## config.mk

```make
export PLATFORM = sky130hd
export DESIGN_NAME = regfile_2r1w
export DESIGN_NICKNAME = d
export VERILOG_FILES = /design/src/rtl/regfile_pkg.sv /design/src/rtl/regfile_rdport.sv /design/src/rtl/regfile_2r1w.sv
export SDC_FILE = /design/constraint.sdc
export NUM_CORES = 1
export LEC_CHECK = 0
export ABC_AREA = 1
export CORE_MARGIN = 4
export CORE_UTILIZATION = 59
export CTS_CLUSTER_DIAMETER = 100
export DETAILED_ROUTE_END_ITERATION = 10
export GPL_TIMING_DRIVEN = 0
export PLACE_DENSITY_LB_ADDON = 0.15
export SYNTH_ARGS = -nofsm -noshare
export SYNTH_HDL_FRONTEND = slang
export SYNTH_SLANG_ARGS = --single-unit
```

## constraint.sdc

```tcl
create_clock -name clk -period 3.25 [get_ports clk]
set_clock_uncertainty 0.15 [all_clocks]
set_input_delay 0.65 -clock clk [delete_from_list [all_inputs] [get_ports clk]]
set_output_delay 0.65 -clock clk [all_outputs]
set_load 0.01 [all_outputs]
```

## src/rtl/regfile_pkg.sv

```systemverilog
`default_nettype none
// ============================================================================
//  Module  : regfile_pkg
//  Purpose : Shared types and constants for the 2-read/1-write register file:
//            sweep FSM state encoding, default geometry and a helper that
//            derives the entry count from the address width.
//  Ports   : none (package)
//  Options : REGFILE_BYPASS_EN (used by regfile_rdport / regfile_2r1w)
//  Rev     : 1.0  initial release
// ============================================================================
package regfile_pkg;

  localparam int DEF_DATA_W = 4;
  localparam int DEF_ADDR_W = 3;

  typedef enum logic [0:0] {
    ST_IDLE  = 1'b0,
    ST_SWEEP = 1'b1
  } state_t;

  function automatic int num_regs(input int addr_w);
    return 1 << addr_w;
  endfunction

endpackage
`default_nettype wire

```

## src/rtl/regfile_rdport.sv

```systemverilog
`default_nettype none
// ============================================================================
//  Module  : regfile_rdport
//  Purpose : One registered read port of the register file. Selects the
//            addressed entry and captures it when re is high; rvalid pulses
//            for the cycle after each accepted read.
//  Ports   : clk, reset      - clock, async active-high reset
//            re, raddr       - read enable / address
//            mem             - current storage contents
//            wr_en, waddr,
//            wdata           - accepted write of this cycle (forwarding only)
//            rdata, rvalid   - registered read data and update pulse
//  Options : REGFILE_BYPASS_EN - forward an accepted same-address write
//  Rev     : 1.0  initial release
// ============================================================================
module regfile_rdport import regfile_pkg::*; #(
  parameter int DATA_W = DEF_DATA_W,
  parameter int ADDR_W = DEF_ADDR_W
) (
  input  logic              clk,
  input  logic              reset,
  input  logic              re,
  input  logic [ADDR_W-1:0] raddr,
  input  logic [DATA_W-1:0] mem [num_regs(ADDR_W)],
  input  logic              wr_en,
  input  logic [ADDR_W-1:0] waddr,
  input  logic [DATA_W-1:0] wdata,
  output logic [DATA_W-1:0] rdata,
  output logic              rvalid
);

  logic [DATA_W-1:0] sel;

`ifdef REGFILE_BYPASS_EN
  // wr_en is only high for writes that will really land, so dropped writes
  // and sweep zeros are never forwarded.
  always_comb begin
    sel = mem[raddr];
    if (wr_en && (waddr == raddr)) sel = wdata;
  end
`else
  always_comb begin
    sel = mem[raddr];
  end

  logic unused_bypass;
  assign unused_bypass = ^{wr_en, waddr, wdata};
`endif

  always_ff @(posedge clk or posedge reset) begin
    if (reset) begin
      rdata  <= '0;
      rvalid <= 1'b0;
    end else begin
      rvalid <= re;
      if (re) rdata <= sel;
    end
  end

endmodule
`default_nettype wire

```

## src/rtl/regfile_2r1w.sv

```systemverilog
`default_nettype none
// ============================================================================
//  Module  : regfile_2r1w
//  Purpose : Parametrised register file with one write port, two independent
//            registered read ports and a clear-sweep sequencer that zeroes
//            one entry per cycle after a clr request.
//  Ports   : clk, reset                  - clock, async active-high reset
//            we, waddr, wdata            - write port
//            re_a, raddr_a, rdata_a,
//            rvalid_a                    - read port A
//            re_b, raddr_b, rdata_b,
//            rvalid_b                    - read port B
//            clr                         - sweep request (taken when idle)
//            busy                        - sweep in progress
//            wr_drop                     - pulse: write discarded by sweep
//  Options : REGFILE_BYPASS_EN - write-through forwarding on both read ports
//  Rev     : 1.0  initial release
// ============================================================================
module regfile_2r1w import regfile_pkg::*; #(
  parameter int DATA_W = DEF_DATA_W,
  parameter int ADDR_W = DEF_ADDR_W
) (
  input  logic              clk,
  input  logic              reset,
  input  logic              we,
  input  logic [ADDR_W-1:0] waddr,
  input  logic [DATA_W-1:0] wdata,
  input  logic              re_a,
  input  logic [ADDR_W-1:0] raddr_a,
  output logic [DATA_W-1:0] rdata_a,
  output logic              rvalid_a,
  input  logic              re_b,
  input  logic [ADDR_W-1:0] raddr_b,
  output logic [DATA_W-1:0] rdata_b,
  output logic              rvalid_b,
  input  logic              clr,
  output logic              busy,
  output logic              wr_drop
);

  localparam int NUM_REGS = num_regs(ADDR_W);

  logic [DATA_W-1:0] mem [NUM_REGS];
  state_t            state, state_nxt;
  logic [ADDR_W-1:0] ptr;
  logic              wr_ok;

  assign wr_ok = we && (state == ST_IDLE);
  assign busy  = (state == ST_SWEEP);

  // ---------------- sweep FSM ----------------
  always_ff @(posedge clk or posedge reset) begin
    if (reset) state <= ST_IDLE;
    else       state <= state_nxt;
  end

  // The last entry is cleared in the cycle ptr is all-ones, giving exactly
  // NUM_REGS busy cycles.
  always_comb begin
    state_nxt = state;
    case (state)
      ST_IDLE:  if (clr)  state_nxt = ST_SWEEP;
      ST_SWEEP: if (&ptr) state_nxt = ST_IDLE;
      default:            state_nxt = ST_IDLE;
    endcase
  end

  // Held at zero while idle; after the final entry it wraps back to zero.
  always_ff @(posedge clk or posedge reset) begin
    if (reset)                  ptr <= '0;
    else if (state == ST_SWEEP) ptr <= ptr + 1'b1;
    else                        ptr <= '0;
  end

  // ---------------- storage ----------------
  always_ff @(posedge clk or posedge reset) begin
    if (reset) begin
      for (int i = 0; i < NUM_REGS; i++) mem[i] <= '0;
    end else if (state == ST_SWEEP) begin
      mem[ptr] <= '0;
    end else if (we) begin
      mem[waddr] <= wdata;
    end
  end

  always_ff @(posedge clk or posedge reset) begin
    if (reset) wr_drop <= 1'b0;
    else       wr_drop <= we && (state == ST_SWEEP);
  end

  // ---------------- read ports ----------------
  regfile_rdport #(.DATA_W(DATA_W), .ADDR_W(ADDR_W)) u_rd_a (
    .clk    (clk),
    .reset  (reset),
    .re     (re_a),
    .raddr  (raddr_a),
    .mem    (mem),
    .wr_en  (wr_ok),
    .waddr  (waddr),
    .wdata  (wdata),
    .rdata  (rdata_a),
    .rvalid (rvalid_a)
  );

  regfile_rdport #(.DATA_W(DATA_W), .ADDR_W(ADDR_W)) u_rd_b (
    .clk    (clk),
    .reset  (reset),
    .re     (re_b),
    .raddr  (raddr_b),
    .mem    (mem),
    .wr_en  (wr_ok),
    .waddr  (waddr),
    .wdata  (wdata),
    .rdata  (rdata_b),
    .rvalid (rvalid_b)
  );

endmodule
`default_nettype wire
```

==> results.txt <==
Slew @ Worst Pin: 0.418 ns
Register area share after synthesis: 47.1%
Proportion of power drawn by combinational gates: 36.3%
Clk Latency, worst-skew pair: 0.30 ns
Die area: 5340 um^2
DRT Wirelength: 6.48 mm
Routed metal-1 wire length: 2.83 mm
Placed wire-length estimate: 4.90 mm
Multiplexer share of the synthesized area: 0%
Kind of cell with the highest combined delay on the critical path: buffers and inverters
Number of buffers added for setup after CTS: 0
Commonest cells after routing, fill and taps aside: nand2_1, nand3_1, inv_1
Final-report max-slew violation count: 0
Int Power: 1.17 mW
Result of the run: completed
Most common cell after layout, fill and taps aside: nand2_1
Cell with the largest stage delay on the worst path: clkdlybuf4s50_1
Buf/Inv on CP: 1
DRC marker count from the first detailed-route iteration: 322
Synthesized-area fraction occupied by adder cells: 1.00%
Port bufs: 26
Count of yosys warnings during synthesis: 0
H-tree depth reported by CTS: 2
Total global routing overflow: 0
Xor/xnor share of the synthesized area: 0%
Final instance count without filler cells: 419
Relative max-transition margin: 72.1%
Vias in the first global route: 2,169
Min setup slack post-route: 1.12 ns
Placeable core area: 4060 um^2
Portion of total power attributed to sequential cells: 45.2%
Capturing element type of the critical path: output port
Initial antenna violation count: 0
Die X: 73.0 um
IR Drop Worst-Case VDD: 403 uV
Root buffer cell: clkbuf_8
Total setup violations reported at the end of the flow: 0
# Max-Cap Violations: 0
Height of the die: 73.0 um
Number of resized instances in the post-cts repair step: 0
Net count reported at finish: 389
RSZ-0062 raised after global routing: false
Effective utilization at floorplan: 61.5%
Fmax: 469 MHz
Kind of start point of the critical path: flop
Clk sinks: 47
Number of instances in the synthesized netlist: 334
Main combinational cell family by area after synthesis: simple AND/OR/NAND/NOR gates
Data required time at the worst endpoint: 2.45 ns
Routed via count: 2,363
Pre-CTS worst setup slack: 1.02 ns
Remaining number of nets flagged by the antenna check after routing: 0
Filler cells: 335
Global-route usage over all layers: 26.3%
Fraction of the mapped netlist area in compound gates: 7.42%
Worst hold path class: reg -> reg
Clock slew seen by the registers of the worst setup and hold paths: 0.09 ns
Share of cells above drive strength 1: 8.40%
Fraction of power consumed by the clock network: 18.5%
Synth Area per Inst: 7.47 um^2
Largest net degree at the start of global routing: 31
Cell breakdown of the critical path: clkdlybuf4s50_1
Synthesized netlist net count: 355
Area of the mapped netlist: 2500 um^2
Net switching component of the power: 0.720 mW
Clk buf depth: 2
Total length of routed met3 wires: 483 um
Number of buffers inserted for hold repair after clock tree synthesis: 0
Sum of met2 wire segment lengths after detailed routing: 3.06 mm
Weighted congestion reported at the end of routability-driven placement: 0.969
Post-DP Area: 2840 um^2
Critical Path Max Stage Delay: 0.58 ns
Antenna cell count: 0
TritonCTS buffer count: 5
Critical path start-end classification: reg -> out
Wire length of the first global-routing pass: 10.6 mm
Layout area overhead: 17.1%
CTS tree: built
Max Fanout on Critical Path: 6
Boundary Pins: 31
Post-route cell area: 2920 um^2
Final clock period utilization by the worst path: 65.6%
Power per Cell Area: 646 nW/um^2
Routed length per instance: 15.5 um
Final sum of negative setup slack: 0 ns
Synthesis-stage register bit count: 47
Leakage power: 1.54 nW
DR vias/cell: 5.64
Count of standard-cell rows: 23
Count of TritonRoute iterations in the first routing pass: 5
Residual DRC: 0
Sw frac: 38.1%
Placed instance count: 411
Uppermost metal layer occupied by signal nets: met4
Post-synthesis cell type count: 17
Post-Synth Simple-Gate Area: 33.7%
Final number of hold-violating endpoints: 0
Worst Path Arrival: 1.33 ns
Final critical delay including setup and external delays: 2.13 ns
==> worst min-delay path: stages, from the launching register on <==
cell and delay, ns:
dfrtp_1 0.35, nand2_1 0.05, nand2_1 0.06
==> per-layer routing <==
layer | GRT usage (%) | up-vias
met3 | 4.96 | 15
met4 | 9.02 | 0
met2 | 40.5 | 111
met1 | 37.1 | 1089
met5 | 0 | -
li1 | - | 1148
==> cells by family after synthesis <==
| kind of cell | after synthesis |
|---|---|
| simple gates | 188 |
| buf+inv | 64 |
| flops | 47 |
| fa+ha+maj | 2 |
| compound gates | 33 |
==> cells in the mapped netlist (all sizes together) <==
library cell	count	area, um^2
nand3	72	360
ha	2	25.0
nand2	104	408
nor2	8	42.5
o21ai	17	85.1
o22ai	16	100
dfrtp	47	1180
buf	8	57.6
inv	56	210
nand4	4	31.3
==> power groups by stage <==
| stage | Clock [mW] | Combinational [mW] | Sequential (mW) |
|---|---|---|---|
| after floorplan | 0 | 0.457 | 0.854 |
| after global placement | 0 | 0.657 | 0.852 |
| after detailed placement | 0 | 0.676 | 0.866 |
| after CTS | 0.350 | 0.681 | 0.853 |
| after global routing | 0.378 | 0.786 | 0.876 |
| final | 0.350 | 0.686 | 0.853 |
==> stage by stage <==
stage	utilization (%)	hold slack, ns	total power [mW]
global placement	69.5	0.315	1.51
finish	72.1	0.345	1.89
CTS	72.1	0.341	1.88
floorplan	-	0.323	1.31
global route	72.1	0.368	2.04
detailed placement	70.0	0.319	1.54
==> flip-flops by register name, indices dropped and copies added, names as in the netlist <==
signal and flops:
busy 1, mem 32, ptr 3, u_rd_a.rdata 4, u_rd_a.rvalid 1, u_rd_b.rdata 4, u_rd_b.rvalid 1, wr_drop 1
==> layout make-up <==
class	instances	area, um^2	share of cell area, %
plain buffers	8	57.6	1.97
multi-input cells	223	1050	36.0
well taps	50	62.6	2.14
flip-flops and latches	47	1180	40.2
clock buffers	6	72.6	2.48
inverters	56	210	7.19
repair buffers	27	280	9.58
clock inverters	2	12.5	0.428
==> path summary, 6_finish.rpt <==
check | slack [ns] | depth (start not counted) | from | endpoint
setup / recovery | 1.12 | 1 | busy$_DFF_PP0_ | busy
hold / removal | 0.34 | 2 | u_rd_a.rdata[2]$_DFFE_PP0P_ | u_rd_a.rdata[2]$_DFFE_PP0P_
setup reg to reg | 1.76 | 6 | busy$_DFF_PP0_ | mem[22]$_DFFE_PP0P_
hold reg to reg | 0.34 | 2 | u_rd_a.rdata[2]$_DFFE_PP0P_ | u_rd_a.rdata[2]$_DFFE_PP0P_
max in group asynchronous | 1.95 | 3 | reset | mem[15]$_DFFE_PP0P_
min in group asynchronous | 0.50 | 2 | reset | mem[19]$_DFFE_PP0P_
Note: power is estimated with default switching activity, not from simulation.
